`src/rtl/lsu_mem_initiator.sv`:
```
// Load/store initiator: one RISC-V load/store at a time onto a word-addressed memory port,
// with read-modify-write for sub-word stores and extended load data on a valid/ready response.
module lsu_mem_initiator #(
   parameter int word_size     = 32,
   parameter int address_width = 32
) (
   input  logic                     clk,
   input  logic                     reset,
   input  logic                     req_valid,
   output logic                     req_ready,
   input  logic                     req_store,
   input  logic [2:0]               req_funct3,
   input  logic [address_width-1:0] req_addr,
   input  logic [word_size-1:0]     req_wdata,
   output logic                     resp_valid,
   input  logic                     resp_ready,
   output logic [word_size-1:0]     resp_rdata,
   output logic                     resp_fault,
   output logic                     mem_we,
   output logic [address_width-1:0] mem_addr,
   output logic [word_size-1:0]     mem_wr_data,
   input  logic [word_size-1:0]     mem_rd_data
);

   typedef enum logic [2:0] {IDLE, RD, RMW_RD, WR, RESP} state_t;

   state_t                     r_state;
   logic                       r_pending;
   logic                       r_store;
   logic [2:0]                 r_funct3;
   logic [address_width-1:0]   r_addr;
   logic [word_size-1:0]       r_wdata;
   logic                       r_req_ready;
   logic                       r_resp_valid;
   logic [word_size-1:0]       r_resp_rdata;
   logic                       r_resp_fault;
   logic                       r_mem_we;
   logic [address_width-1:0]   r_mem_addr;
   logic [word_size-1:0]       r_mem_wr_data;

   logic [address_width-1:0]   w_aligned;
   logic                       w_illegal;
   logic [7:0]                 w_byte;
   logic [15:0]                w_half;
   logic [word_size-1:0]       w_load_data;
   logic [word_size-1:0]       w_merge;

   assign w_aligned = {r_addr[address_width-1:2], 2'b00};
   assign w_byte    = mem_rd_data[{r_addr[1:0], 3'b000} +: 8];
   assign w_half    = mem_rd_data[{r_addr[1], 4'b0000} +: 16];

   always_comb begin
      w_illegal = 1'b1;
      case (r_funct3)
         3'b000:          w_illegal = 1'b0;
         3'b001:          w_illegal = r_addr[0];
         3'b010:          w_illegal = (r_addr[1:0] != 2'b00);
         3'b100:          w_illegal = r_store;
         3'b101:          w_illegal = r_store | r_addr[0];
         default:         w_illegal = 1'b1;
      endcase
   end

   always_comb begin
      w_load_data = mem_rd_data;
      case (r_funct3)
         3'b000:  w_load_data = {{(word_size-8){w_byte[7]}}, w_byte};
         3'b100:  w_load_data = {{(word_size-8){1'b0}}, w_byte};
         3'b001:  w_load_data = {{(word_size-16){w_half[15]}}, w_half};
         3'b101:  w_load_data = {{(word_size-16){1'b0}}, w_half};
         default: w_load_data = mem_rd_data;
      endcase
   end

   // Only SB/SH reach the merge, so funct3 000 selects byte, anything else halfword.
   always_comb begin
      w_merge = mem_rd_data;
      if (r_funct3 == 3'b000)
         w_merge[{r_addr[1:0], 3'b000} +: 8] = r_wdata[7:0];
      else
         w_merge[{r_addr[1], 4'b0000} +: 16] = r_wdata[15:0];
   end

   always_ff @(posedge clk or posedge reset) begin
      if (reset) begin
         r_state       <= IDLE;
         r_pending     <= 1'b0;
         r_store       <= 1'b0;
         r_funct3      <= 3'b000;
         r_addr        <= '0;
         r_wdata       <= '0;
         r_req_ready   <= 1'b0;
         r_resp_valid  <= 1'b0;
         r_resp_rdata  <= '0;
         r_resp_fault  <= 1'b0;
         r_mem_we      <= 1'b0;
         r_mem_addr    <= '0;
         r_mem_wr_data <= '0;
      end else begin
         r_mem_we      <= 1'b0;
         r_mem_addr    <= '0;
         r_mem_wr_data <= '0;
         case (r_state)
            IDLE: begin
               // The accept edge only latches the request; the next edge decodes it.
               if (r_pending) begin
                  r_pending <= 1'b0;
                  if (w_illegal) begin
                     r_state      <= RESP;
                     r_resp_valid <= 1'b1;
                     r_resp_fault <= 1'b1;
                     r_resp_rdata <= '0;
                  end else if (!r_store) begin
                     r_state    <= RD;
                     r_mem_addr <= w_aligned;
                  end else if (r_funct3 == 3'b010) begin
                     r_state       <= WR;
                     r_mem_we      <= 1'b1;
                     r_mem_addr    <= w_aligned;
                     r_mem_wr_data <= r_wdata;
                  end else begin
                     r_state    <= RMW_RD;
                     r_mem_addr <= w_aligned;
                  end
               end else begin
                  r_req_ready <= 1'b1;
                  if (req_valid && r_req_ready) begin
                     r_store     <= req_store;
                     r_funct3    <= req_funct3;
                     r_addr      <= req_addr;
                     r_wdata     <= req_wdata;
                     r_pending   <= 1'b1;
                     r_req_ready <= 1'b0;
                  end
               end
            end
            RD: begin
               r_state      <= RESP;
               r_resp_valid <= 1'b1;
               r_resp_fault <= 1'b0;
               r_resp_rdata <= w_load_data;
            end
            RMW_RD: begin
               r_state       <= WR;
               r_mem_we      <= 1'b1;
               r_mem_addr    <= w_aligned;
               r_mem_wr_data <= w_merge;
            end
            WR: begin
               r_state      <= RESP;
               r_resp_valid <= 1'b1;
               r_resp_fault <= 1'b0;
               r_resp_rdata <= '0;
            end
            RESP: begin
               if (resp_ready) begin
                  r_state      <= IDLE;
                  r_resp_valid <= 1'b0;
                  r_resp_fault <= 1'b0;
                  r_resp_rdata <= '0;
                  r_req_ready  <= 1'b1;
               end
            end
            default: r_state <= IDLE;
         endcase
      end
   end

   assign req_ready   = r_req_ready;
   assign resp_valid  = r_resp_valid;
   assign resp_rdata  = r_resp_rdata;
   assign resp_fault  = r_resp_fault;
   assign mem_we      = r_mem_we;
   assign mem_addr    = r_mem_addr;
   assign mem_wr_data = r_mem_wr_data;

endmodule

```
`config.mk`:
```
export PLATFORM = sky130hd
export DESIGN_NAME = lsu_mem_initiator
export DESIGN_NICKNAME = d
export VERILOG_FILES = /design/src/rtl/lsu_mem_initiator.sv
export SDC_FILE = /design/constraint.sdc
export NUM_CORES = 1
export LEC_CHECK = 0
export CORE_MARGIN = 2
export CORE_UTILIZATION = 53
export DETAILED_ROUTE_END_ITERATION = 7
export GPL_ROUTABILITY_DRIVEN = 0
export PLACE_DENSITY = 0.91
export SYNTH_ARGS = -nofsm -noshare
export SYNTH_HDL_FRONTEND = slang
export SYNTH_SLANG_ARGS = --single-unit
```
`constraint.sdc`:
```
create_clock -name clk -period 13.9 [get_ports clk]
set_input_delay 3.475 -clock clk [delete_from_list [all_inputs] [get_ports clk]]
set_output_delay 3.475 -clock clk [all_outputs]
set_load 0.01 [all_outputs]
```
==> flow_metrics.tcl, run 1 <==
set metrics [dict create \
    ys_seq_area_share_pct 54.9 \
    reg2regPathDepth 7 \
    syn_area_mm2 0.00775 \
    postCtsHoldBufs 0 \
    hold_path_class "register to register" \
    final.fill_count 983 \
    final_cell_area_mm2 0.0103 \
    tightest_slew_ns 1.04 \
    io_buffers 201 \
    r2r-end "mem_wr_data[26]" \
    power.density_mw_per_mm2 208 \
    clockBufferDepth 2 \
    cts_buffers 17 \
    maxCapViolations 0 \
    antenna_left 0 \
    worstSetupStartpoint "reset" \
    grt_setup_unrepaired "no" \
    synth_top_area_share_pct 54.9 \
    cp_slowest_stage_delay_ns 0.85 \
    critical_path_buf_inv_count 3 \
    synth_compound_area_share_pct 16.9 \
    maxSlewViolCount 0 \
    clockPowerShare_pct 22.3 \
    clkSinkCount 170 \
    slowest_stage "buf_4" \
    wl_um 21500 \
    die_area_mm2 0.0156 \
    fin_crit_sh_pct 36.4 \
    std_cell_rows 44 \
    drc_errors 0 \
    power.switching_mw 0.763 \
    cts_tree "built" \
    synth_enable_flop_cells 0 \
    placed_cells 983 \
    hold_slack_ns 0.470 \
    n_antenna_cell 0 \
    syn_avg_cell_area_um2 12.1 \
    grt_overflow_total 0 \
    antenna_found_initial 0 \
    root_buffer "clkbuf_16" \
    r2r_start "r_addr[1]" \
    vias_per_cell 6.00 \
    ys_top_cells_by_area "dfrtp_1 (55%), mux2_2 (10%), o2bb2ai_1 (2.9%)" \
    p_int_mw 1.39 \
    multi_input_area_mm2 0.00315 \
    synth_top_area_cell "dfrtp_1" \
    synthArstFlopShare_pct 100 \
    muxShareOfSynthArea_pct 12.2 \
    slew_headroom_pct 30.6 \
    total_power_mw 2.15 \
    critical-path-top-delay-family "buffers and inverters" \
    critPathMaxFanout 96 \
    cts_setup_buffers 0 \
    hpwl_um 15000 \
    vias 6080 \
    wl_per_cell_um 21.2 \
    die_y_um 125 \
    final_cell_count_no_fill 1013 \
    syn_inst 639 \
    synth_cell_types 62 \
    synthFlopType "dfrtp_1" \
    fin_tns_setup_ns 0 \
    worst_setup_path_end_kind "asynchronous set/reset pin" \
    outcome "complete, no violations" \
    nNetsFinal 927 \
    placed_cell_area_mm2 0.00972 \
    yosys.area_share.adder_pct 0.807 \
    post_cts_resized 0 \
    yosys-top-cells-count "dfrtp_1 (170), mux2_2 (72), a21oi_1 (43), nand2_1 (33), o21ai_0 (32)" \
    synth_top_family_by_area "compound AO/OA/AOI/OAI gates" \
    swShare_pct 35.4 \
    cp_cell_sequence "clkdlybuf4s50_1, inv_6, buf_4" \
    drt-pass1-iter-count 7 \
    ff_latch_area_mm2 0.00425 \
    path_clk_slew_ns 0.06 \
    yosys.area_share.simple_pct 10.4 \
    synth.most_common_cell "dfrtp_1" \
    critPathKind "input port to asynchronous set/reset pin" \
    p_leak_nw 4.42 \
    synth_warnings 0 \
    grtUsageTotal_pct 28.4 \
    crit_end "r_wdata[15]" \
    grt_pass1_wl_um 34200 \
    timing.fmax_mhz 197 \
    htree_levels 4 \
    setup_violations 0 \
    clock_latency_ns 0.43 \
    worst-path-stages 3 \
    r2r_slack_ns 10.90 \
    critical_path_required_ns 14.33 \
    die_w_um 125 \
    drive_above_1_share_pct 15.6 \
    final-hold-violation-count 0 \
    critPathArrivalTime_ns 5.49 \
    pwr-share-comb_pct 39.1 \
    drt_iter0_markers 739 \
    min_period_ns 5.06 \
    synth_seq_cells 170 \
    start_util_pct 53.7 \
    fin_skew_ns 0.0110 \
    area_growth_pct 33.3 \
    pin_count 204 \
    synth_xor_area_share_pct 0 \
    grt_max_degree 97 \
    p_seq_share_pct 38.5 \
    critPathLaunchType "input port" \
    coreArea_mm2 0.0144 \
    grt_pass1_vias 6237 \
    peakVddDrop_mv 0.125 \
]
## stage by stage
stage / setup WS (ns) / utilization (%)
floorplan: 5.82 / -
global placement: 8.35 / 67.4
detailed placement: 8.29 / 67.4
CTS: 8.75 / 71.6
global route: 8.47 / 71.6
finish: 8.84 / 71.6
## final cells by class
cell class	instances	share of cell area (%)
Sequential cell	170	41.2
Timing Repair Buffer	207	19.9
Inverter	10	0.412
Clock buffer	20	4.42
Clock inverter	10	1.38
Multi-Input combinational cell	412	30.5
Tap cell	184	2.23
## worst min-delay path by stage
stage,startpoint,to,cells past startpoint
6_report,r_addr[22],mem_addr[22],1
5_1_grt,r_addr[22],mem_addr[22],1
4_1_cts,r_wdata[25],mem_wr_data[25],1
3_5_place_dp,r_addr[20],mem_addr[20],1
3_3_place_gp,r_wdata[25],mem_wr_data[25],1
2_1_floorplan,r_wdata[24],mem_wr_data[24],1
## cells in the final DEF (no fill, tap or decap), drive strengths merged, types with 12 or more instances in the layout
master / instances
o2bb2ai: 26
o21ai: 36
nand2: 33
clkbuf: 20
a21oi: 46
clkdlybuf4s50: 201
a22o: 12
mux2: 72
and2: 31
dfrtp: 170
nand2b: 18
## flip-flops by register name, summed over array words and instances (netlist names)
register,cells
mem_addr,30
resp_valid,1
resp_fault,1
r_addr,32
req_ready,1
r_store,1
r_state,3
mem_wr_data,32
resp_rdata,32
r_pending,1
r_wdata,32
mem_we,1
r_funct3,3
## kinds of logic (layout without fill, tap and decap cells)
family                     Yosys count  after routing
AOI/OAI and AO/OA                  183            183
DFF                                170            170
and+or+nand+nor                    139            139
muxes                               83             83
buffers and inverters               58            247
adders and majority gates            5              5
other                                1              2
## power by group through the flow
| stage | logic [mW] | clock network (mW) | registers, mW |
|---|---|---|---|
| CTS | 0.840 | 0.488 | 0.824 |
| floorplan | 0.557 | 0 | 0.802 |
| finish | 0.843 | 0.481 | 0.830 |
| global placement | 0.807 | 0 | 0.820 |
| global route | 0.912 | 0.509 | 0.849 |
| detailed placement | 0.830 | 0 | 0.829 |
## metal layers
metal | track usage [%] | vias to the layer above | share of wire [%]
met3 | 9.66 | 85 | 12
met1 | 36.3 | 2942 | 38
met4 | 15.6 | 0 | 5.3
li1 | - | 2683 | -
met5 | 0 | - | 0
met2 | 42.9 | 370 | 45
Note: power is estimated with default switching activity, not from simulation.
==> run 2, diff against run 1 <==
--- a/config.mk
+++ b/config.mk
@@ -6,10 +6,10 @@
 export NUM_CORES = 1
 export LEC_CHECK = 0
 export CORE_MARGIN = 2
-export CORE_UTILIZATION = 53
+export CORE_UTILIZATION = 49
 export DETAILED_ROUTE_END_ITERATION = 7
 export GPL_ROUTABILITY_DRIVEN = 0
-export PLACE_DENSITY = 0.91
+export PLACE_DENSITY = 0.85
 export SYNTH_ARGS = -nofsm -noshare
 export SYNTH_HDL_FRONTEND = slang
 export SYNTH_SLANG_ARGS = --single-unit
==> constraint.sdc (replaced) <==
create_clock -name clk -period 4.9 [get_ports clk]
set_input_delay 1.225 -clock clk [delete_from_list [all_inputs] [get_ports clk]]
set_output_delay 1.225 -clock clk [all_outputs]
set_load 0.01 [all_outputs]
==> run 2 against run 1 <==
  * Combinational power grew to 2.8 times the previous value
  * Cell count is 3.1% higher
  * Clock skew is 0.0035 ns lower
  * Global-route usage is 2.7 points lower
  * First-iteration DRC count is 18% lower
  * Design area is 0.51% higher
  * Clock power grew to 2.8 times the previous value
  * Routed wire length is 1.6% lower
  * Register-to-register slack worse by 9.0 ns
==> flow_metrics.tcl, run 2 (synthesis results as in run 1) <==
set metrics [dict create \
    outcome "complete, no violations" \
    power.density_mw_per_mm2 583 \
    fin_tns_setup_ns 0 \
    layout_common_cells "clkdlybuf4s50_1 (201), dfrtp_1 (170), mux2_2 (72)" \
    wl_um 21100 \
    vias_per_cell 5.81 \
    cp_slowest_stage_delay_ns 1.09 \
    fin_util_pct 67.8 \
    r2r-end "mem_wr_data[30]" \
    die_y_um 130 \
    drc_errors 0 \
    reg2regPathDepth 6 \
    worst-path-stages 6 \
    slew_headroom_pct 11.5 \
    r2r_start "r_addr[0]" \
    critPathMaxFanout 16 \
    maxSlewViolCount 0 \
    path_clk_slew_ns 0.06 \
    postCtsHoldBufs 0 \
    grt_overflow_total 0 \
    cts_setup_buffers 0 \
    layout_commonest_cell "clkdlybuf4s50_1" \
    cts_tree "built" \
    critical-path-top-delay-family "simple AND/OR/NAND/NOR gates" \
    peakVddDrop_mv 0.289 \
    die_area_mm2 0.0168 \
    hpwl_um 15100 \
    vias 6068 \
    antenna_found_initial 0 \
    grt_pass1_wl_um 33000 \
    grt_setup_unrepaired "no" \
    p_int_mw 3.89 \
    clkSinkCount 170 \
    p_leak_nw 4.44 \
    worstSetupStartpoint "r_addr[0]" \
    fin_crit_sh_pct 62.0 \
    clockBufferDepth 2 \
    htree_levels 4 \
    drive_above_1_share_pct 15.8 \
    critPathKind "register to register" \
    power.switching_mw 2.16 \
    tightest_slew_ns 1.31 \
    routed.top_layer "met4" \
    swShare_pct 35.7 \
    std_cell_rows 45 \
    drt_iter0_markers 605 \
    grtUsageTotal_pct 25.7 \
    critPathArrivalTime_ns 3.40 \
    cts_buffers 17 \
    drt-pass1-iter-count 5 \
    clock_latency_ns 0.43 \
    fin_skew_ns 0.00755 \
    root_buffer "clkbuf_16" \
    crit_end "mem_wr_data[30]" \
    final.fill_count 1103 \
    route.met3.wl_um 2350 \
    post_cts_resized 0 \
    critPathLaunchType "register" \
    io_buffers 201 \
    worst_setup_path_end_kind "register" \
    cp_cell_sequence "inv_1, ha_1, nor4bb_1, nand2_1, a31oi_1, a21o_1" \
    hold_path_class "register to register" \
    antenna_left 0 \
    p_seq_share_pct 38.4 \
    min_period_ns 3.04 \
    maxCapViolations 0 \
    start_util_pct 50.6 \
    nNetsFinal 929 \
    setup_violations 0 \
    slowest_stage "nor4bb_1" \
    final-hold-violation-count 0 \
    timing.fmax_mhz 329 \
    coreArea_mm2 0.0153 \
    critical_path_buf_inv_count 1 \
    r2r_slack_ns 1.86 \
    pwr-share-comb_pct 39.4 \
    area_growth_pct 34.0 \
    critical_path_required_ns 5.26 \
    grt_max_degree 68 \
    met2_length_um 10000 \
    wl_per_cell_um 20.2 \
    wl_met1_um 7870 \
    grt_pass1_vias 6175 \
    die_w_um 130 \
    pin_count 204 \
    clockPowerShare_pct 22.1 \
    n_antenna_cell 0 \
    hold_slack_ns 0.475 \
]
## run 2: cell count changes in the layout (fill, tap and decap cells not counted)
cell	delta
buf_12	+2
clkinvlp_4	-1
inv_6	+1
nor4bb_2	-1
clkinv_4	+2
nor4bb_1	+1
clkbuf_8	-1
clkinv_2	+2
bufinv_16	-1
## run 2: power groups by stage
| stage | Clock [mW] | Combinational [mW] | Sequential (mW) |
|---|---|---|---|
| 2_1_floorplan | 0 | 1.58 | 2.27 |
| 3_3_place_gp | 0 | 2.26 | 2.31 |
| 3_5_place_dp | 0 | 2.37 | 2.34 |
| 4_1_cts | 1.36 | 2.39 | 2.32 |
| 5_1_grt | 1.42 | 2.58 | 2.39 |
| 6_report | 1.34 | 2.39 | 2.33 |
## run 2: cell type report
cell class              count  area, um2  share of cell area [%]
flip-flops and latches    170       4250                    41.0
inverters                  10       41.3                   0.398
repair buffers            209       2100                    20.2
multi-input cells         412       3140                    30.2
clock buffers              19        443                    4.27
clock inverters            13        143                    1.37
well taps                 211        264                    2.54
## run 2: per-stage QoR
step                cells  power (mW)  area [um2]  worst slack (ns)
floorplan             640        3.85        7760              1.51
global placement     1012        4.57        9800              1.55
detailed placement   1012        4.71        9800              1.49
CTS                  1044        6.07       10400              1.93
global route         1044        6.39       10400              1.66
finish               1044        6.05       10400              1.86
## run 2: worst min path at each step
stage                     cells after the start   startpoint  slack, ns              end
after global routing                          1   r_addr[23]       0.49     mem_addr[23]
after detailed placement                      1  r_wdata[26]       0.46  mem_wr_data[26]
after global placement                        1    r_addr[3]       0.46      mem_addr[3]
after CTS                                     1   r_addr[21]       0.48     mem_addr[21]
after floorplan                               1  r_wdata[24]       0.45  mem_wr_data[24]
final                                         1   r_addr[21]       0.47     mem_addr[21]
## run 2: worst reg2reg max path, cell delays in order (launching register included)
cell and delay [ns]:
dfrtp_1 0.72, inv_1 0.21, ha_1 0.40, nor4bb_1 1.10
nand2_1 0.15, a31oi_1 0.30, a21o_1 0.11
## run 2: per-layer routing
metal	vias up	track usage, %
met4	0	13.1
met2	355	40.8
met5	-	0
li1	2681	-
met1	2969	31.2
met3	63	9.18
